### config.mk
export PLATFORM = sky130hd
export DESIGN_NAME = l2cache_miss_handler
export DESIGN_NICKNAME = d
export VERILOG_FILES = /design/src/rtl/l2cache_pkg.sv /design/src/rtl/l2cache_miss_handler.sv
export SDC_FILE = /design/constraint.sdc
export NUM_CORES = 1
export LEC_CHECK = 0
export CORE_AREA = 3 3 251 253
export CTS_CLUSTER_SIZE = 40
export DETAILED_ROUTE_END_ITERATION = 8
export DIE_AREA = 0 0 254 256
export GPL_TIMING_DRIVEN = 0
export HOLD_SLACK_MARGIN = 0.15
export PLACE_DENSITY_LB_ADDON = 0.15
export SLEW_MARGIN = 20
export SYNTH_ARGS = -nofsm -noshare
export SYNTH_HDL_FRONTEND = slang
export SYNTH_SLANG_ARGS = --single-unit
export TNS_END_PERCENT = 1
### constraint.sdc
create_clock -name clk -period 24.7 [get_ports clk]
set_clock_uncertainty 0.1 [all_clocks]
set_input_delay 7.41 -clock clk [delete_from_list [all_inputs] [get_ports clk]]
set_output_delay 7.41 -clock clk [all_outputs]
set_load 0.02 [all_outputs]
### src/rtl/l2cache_pkg.sv
// Shared types and default widths for the L2 refill path.
// Imported by the miss handler and its bench.
package l2cache_pkg;

    localparam int ADDR_W  = 4;
    localparam int TAG_W   = 20;
    localparam int LINE_W  = 128;
    localparam int LADDR_W = TAG_W + ADDR_W;

    typedef enum logic [2:0] {
        ST_IDLE = 3'd0,
        ST_WB   = 3'd1,
        ST_RD   = 3'd2,
        ST_WAIT = 3'd3,
        ST_FILL = 3'd4
    } miss_state_e;

endpackage

### src/rtl/l2cache_miss_handler.sv
// L2 refill controller: victim writeback, line fetch, array fill,
// and a one-cycle PLRU use pulse for the filled way.
module l2cache_miss_handler
    import l2cache_pkg::*;
#(
    parameter int addr_width = ADDR_W,
    parameter int tag_width  = TAG_W,
    parameter int line_width = LINE_W
) (
    input  logic                          clk,
    input  logic                          rst,
    input  logic                          miss_valid,
    output logic                          miss_ready,
    input  logic [addr_width-1:0]         miss_index,
    input  logic [tag_width-1:0]          miss_tag,
    output logic [addr_width-1:0]         repl_addr,
    input  logic [1:0]                    way_sel,
    input  logic                          victim_valid,
    input  logic                          victim_dirty,
    input  logic [tag_width-1:0]          victim_tag,
    input  logic [line_width-1:0]         victim_data,
    output logic [3:0]                    use_pulse,
    output logic                          mem_wr_valid,
    input  logic                          mem_wr_ready,
    output logic [tag_width+addr_width-1:0] mem_wr_addr,
    output logic [line_width-1:0]         mem_wr_data,
    output logic                          mem_rd_valid,
    input  logic                          mem_rd_ready,
    output logic [tag_width+addr_width-1:0] mem_rd_addr,
    input  logic                          mem_resp_valid,
    input  logic [line_width-1:0]         mem_resp_data,
    output logic                          fill_we,
    output logic [1:0]                    fill_way,
    output logic [addr_width-1:0]         fill_index,
    output logic [tag_width-1:0]          fill_tag,
    output logic [line_width-1:0]         fill_data,
    output logic                          done
);

    miss_state_e           state_q, state_d;
    logic [addr_width-1:0] index_q, index_d;
    logic [tag_width-1:0]  tag_q, tag_d;
    logic [1:0]            way_q, way_d;
    logic [tag_width-1:0]  vtag_q, vtag_d;
    logic [line_width-1:0] vdata_q, vdata_d;
    logic [line_width-1:0] resp_q, resp_d;
    logic                  accept;
    logic                  resp_take;

    assign accept    = (state_q == ST_IDLE) && miss_valid;
    assign resp_take = (state_q == ST_WAIT) && mem_resp_valid;

    // State register; reset aborts any miss in flight.
    always_ff @(posedge clk or posedge rst) begin
        if (rst) begin
            state_q <= ST_IDLE;
        end else begin
            state_q <= state_d;
        end
    end

    // Miss context latches, including the victim way chosen at accept.
    always_ff @(posedge clk or posedge rst) begin
        if (rst) begin
            index_q <= '0;
            tag_q   <= '0;
            way_q   <= '0;
            vtag_q  <= '0;
            vdata_q <= '0;
            resp_q  <= '0;
        end else begin
            index_q <= index_d;
            tag_q   <= tag_d;
            way_q   <= way_d;
            vtag_q  <= vtag_d;
            vdata_q <= vdata_d;
            resp_q  <= resp_d;
        end
    end

    // Capture the miss on accept and the fetched line in WAIT only.
    always_comb begin
        index_d = index_q;
        tag_d   = tag_q;
        way_d   = way_q;
        vtag_d  = vtag_q;
        vdata_d = vdata_q;
        resp_d  = resp_q;
        if (accept) begin
            index_d = miss_index;
            tag_d   = miss_tag;
            way_d   = way_sel;
            vtag_d  = victim_tag;
            vdata_d = victim_data;
        end
        if (resp_take) begin
            resp_d = mem_resp_data;
        end
    end

    // Next-state: writeback only for a valid dirty victim.
    always_comb begin
        state_d = state_q;
        unique case (state_q)
            ST_IDLE: begin
                if (miss_valid) begin
                    state_d = (victim_valid && victim_dirty) ? ST_WB : ST_RD;
                end
            end
            ST_WB:   if (mem_wr_ready) state_d = ST_RD;
            ST_RD:   if (mem_rd_ready) state_d = ST_WAIT;
            ST_WAIT: if (mem_resp_valid) state_d = ST_FILL;
            ST_FILL: state_d = ST_IDLE;
            default: state_d = ST_IDLE;
        endcase
    end

    // Handshake strobes and the single-cycle fill/use/done group.
    always_comb begin
        miss_ready   = 1'b0;
        mem_wr_valid = 1'b0;
        mem_rd_valid = 1'b0;
        fill_we      = 1'b0;
        done         = 1'b0;
        use_pulse    = 4'b0000;
        repl_addr    = index_q;
        unique case (state_q)
            ST_IDLE: begin
                miss_ready = 1'b1;
                repl_addr  = miss_index;
            end
            ST_WB:   mem_wr_valid = 1'b1;
            ST_RD:   mem_rd_valid = 1'b1;
            ST_WAIT: ;
            ST_FILL: begin
                fill_we   = 1'b1;
                done      = 1'b1;
                use_pulse = 4'b0001 << way_q;
            end
            default: ;
        endcase
    end

    assign mem_wr_addr = {vtag_q, index_q};
    assign mem_wr_data = vdata_q;
    assign mem_rd_addr = {tag_q, index_q};
    assign fill_way    = way_q;
    assign fill_index  = index_q;
    assign fill_tag    = tag_q;
    assign fill_data   = resp_q;

endmodule

==> results.ini <==
[clocking]
clockRootBuffer=clkbuf_16
clock-sinks=305
cts-resized-gates=0
cts-buffers-inserted=39
cts_tree=built
worstSkewPairLatency_ns=0.54
cts_setup_buffers=0
htreeDepth=2
clk_path_buf_depth=3
ctsHoldBuffers=0
path_clk_slew_ns=0.05

[drt]
vias_per_cell=3.78
ant_nets=0
drc_errors=0
wl_mm=44.4
drt_iter0_markers=201
avgRoutedWirePerCell_um=20.1
vias=8347
first_pass_iters=4

[cells_and_area]
drive_gt1_share_pct=25.5
fillCellCount=6041
final_util_pct=33.6
finalInstanceArea_mm2=0.0206
mostFrequentLayoutCells=652 x clkdlybuf4s50_1, 305 x dfrtp_1, 237 x mux2_2
finalNetCount=1708
stdcell_count=2210
final_common_cell=clkdlybuf4s50_1
area_delta_synth_final_pct=74.7

[logic_synthesis]
synth.cell_area_mm2=0.0118
synth_cell_types=25
netlist_instances=702
avgSynthCellArea_um2=16.8
synth_warnings=0
yosysSeqAreaShare_pct=64.7
async_reset_ff_share_pct=100
synth_edf_count=0
synth-seq-cells=305
synthesis.nets=1012
synthFlopType=dfrtp_1

[global_routing]
grt_pass1_vias=9210
gr-total-overflow=0
grt_max_degree=93
grt_use_total_pct=13.4
grt_antenna_before_repair=2
grt_pass1_wl_mm=64.4

[sta]
hold_viol=0
finalCritPeriodShare_pct=65.6
fin_crit_ns=16.21
max_freq_mhz=61.7
tns_ns=0
finalMaxSlewViolations=0
max_slew_margin_pct=52.8
worst_pin_slew_ns=0.705
rsz0062_at_grt=no
setup_violations=0

[floorplan]
dieArea_mm2=0.0650
core-area_mm2=0.0613
rows=91
dieHeight_um=256
pin_count=653
die_x_um=254
initial_core_util_pct=19.2

[power]
vdd_drop_max_v=0.0000582
powerDensity_mw_per_mm2=143
p_leak_nw=8.46

[place]
dpl.cell_count=2147
post-dp-hpwl_mm=34.8
placed_area_mm2=0.0194
port-buffer-count=652
gp_congestion=0.755

[setup_path]
crit_family=buffers and inverters
crit_top_cell=clkdlybuf4s50_1
crit_buf_inv=2
worst_path_max_delay_cell=clkdlybuf4s50_1
crit_required_ns=17.19
path_class=input pin to output pin
start_kind=input pin
crit_fanout=2
endpoint_kind=output pin
max_stage_delay_ns=0.60
crit_chain=clkdlybuf4s50_1, mux2_2, clkdlybuf4s50_1
cp.arrival_ns=8.70

[run]
drv_cap=0

[hold_path]
hold_path_class=flop to flop

[status]
status=finished, final reports clean

## per-stage QoR
stage	total power (W)	hold WS [ns]	setup WS, ns
after floorplan	0.00163	0.458	8.76
after global placement	0.00242	0.367	3.62
after detailed placement	0.00243	0.374	8.49
after CTS	0.00300	0.386	8.49
after global routing	0.00310	0.393	8.47
final	0.00294	0.381	8.49
## area by class of cell
cell class,instances,area [µm²],share of cell area (%)
buffer,64,532,2.58
tap,790,988,4.80
clock inverter,7,60.1,0.292
clock buffer,55,1140,5.53
antenna,1,2.50,0.0121
sequential,305,7630,37.0
timing repair buffer,655,6610,32.1
multi-input combinational,329,3620,17.6
inverter,4,22.5,0.109
## registers in the layout, indices dropped and copies added, names as in the netlist
name         flops
fill_index       4
fill_tag        20
fill_data      128
mem_wr_data    128
vtag_q          20
state_q          3
fill_way         2
## metal layers
layer,share of wire [%],vias to the layer above,GRT usage (%)
li1,-,3828,-
met1,36,4123,13.9
met2,54,323,25.2
met3,7.8,71,4.29
met4,2.6,2,4.25
met5,0.041,-,0
## synthesized netlist by cell type, types with 2 or more instances
| library cell | instances | area share (%) |
|---|---|---|
| dfrtp_1 | 305 | 65 |
| buf_4 | 42 | 2.7 |
| buf_2 | 5 | 0.21 |
| mux2_2 | 237 | 23 |
| nand2_1 | 2 | 0.064 |
| nor2_1 | 2 | 0.064 |
| buf_6 | 17 | 1.6 |
| mux2_1 | 69 | 6.6 |
| nor3_1 | 2 | 0.085 |
| mux2i_1 | 3 | 0.25 |
| inv_1 | 4 | 0.13 |
## power breakdown
group	leakage (nW)	total [W]	switching, W	internal, W
Combinational	4.25	0.00149	0.000699	0.000793
Sequential	3.62	0.000898	0.000141	0.000758
Clock	0.595	0.000550	0.000222	0.000328
## path summary, 6_finish.rpt
kind                                 start              end  slack [ns]  cells past startpoint
max                          miss_index[2]     repl_addr[2]        8.49                      3
min                        mem_wr_data[12]  mem_wr_data[12]        0.38                      1
max reg2reg                     state_q[2]      fill_tag[7]       22.40                      4
min reg2reg                mem_wr_data[12]  mem_wr_data[12]        0.38                      1
max in group asynchronous              rst        vtag_q[1]       16.09                      4
min in group asynchronous              rst    fill_data[73]        7.20                      2
## logic make-up (layout without fill, tap and decap cells)
| group | count (synthesis) | in the layout | share of synthesized area [%] |
|---|---|---|---|
| flip-flops | 305 | 305 | 64.7 |
| buffers and inverters | 68 | 785 | 4.64 |
| AO/OA/AOI/OAI | 5 | 5 | 0.329 |
| other | 0 | 1 | 0 |
| multiplexers | 309 | 309 | 29.5 |
| AND/OR/NAND/NOR | 15 | 15 | 0.817 |
## worst reg2reg max path, stage by stage (launching register included)
cell and delay [ns]:
dfrtp_1 0.47, nor4b_2 0.54, buf_2 0.42, buf_4 0.29, mux2_2 0.36
Note: power is estimated with default switching activity, not from simulation.
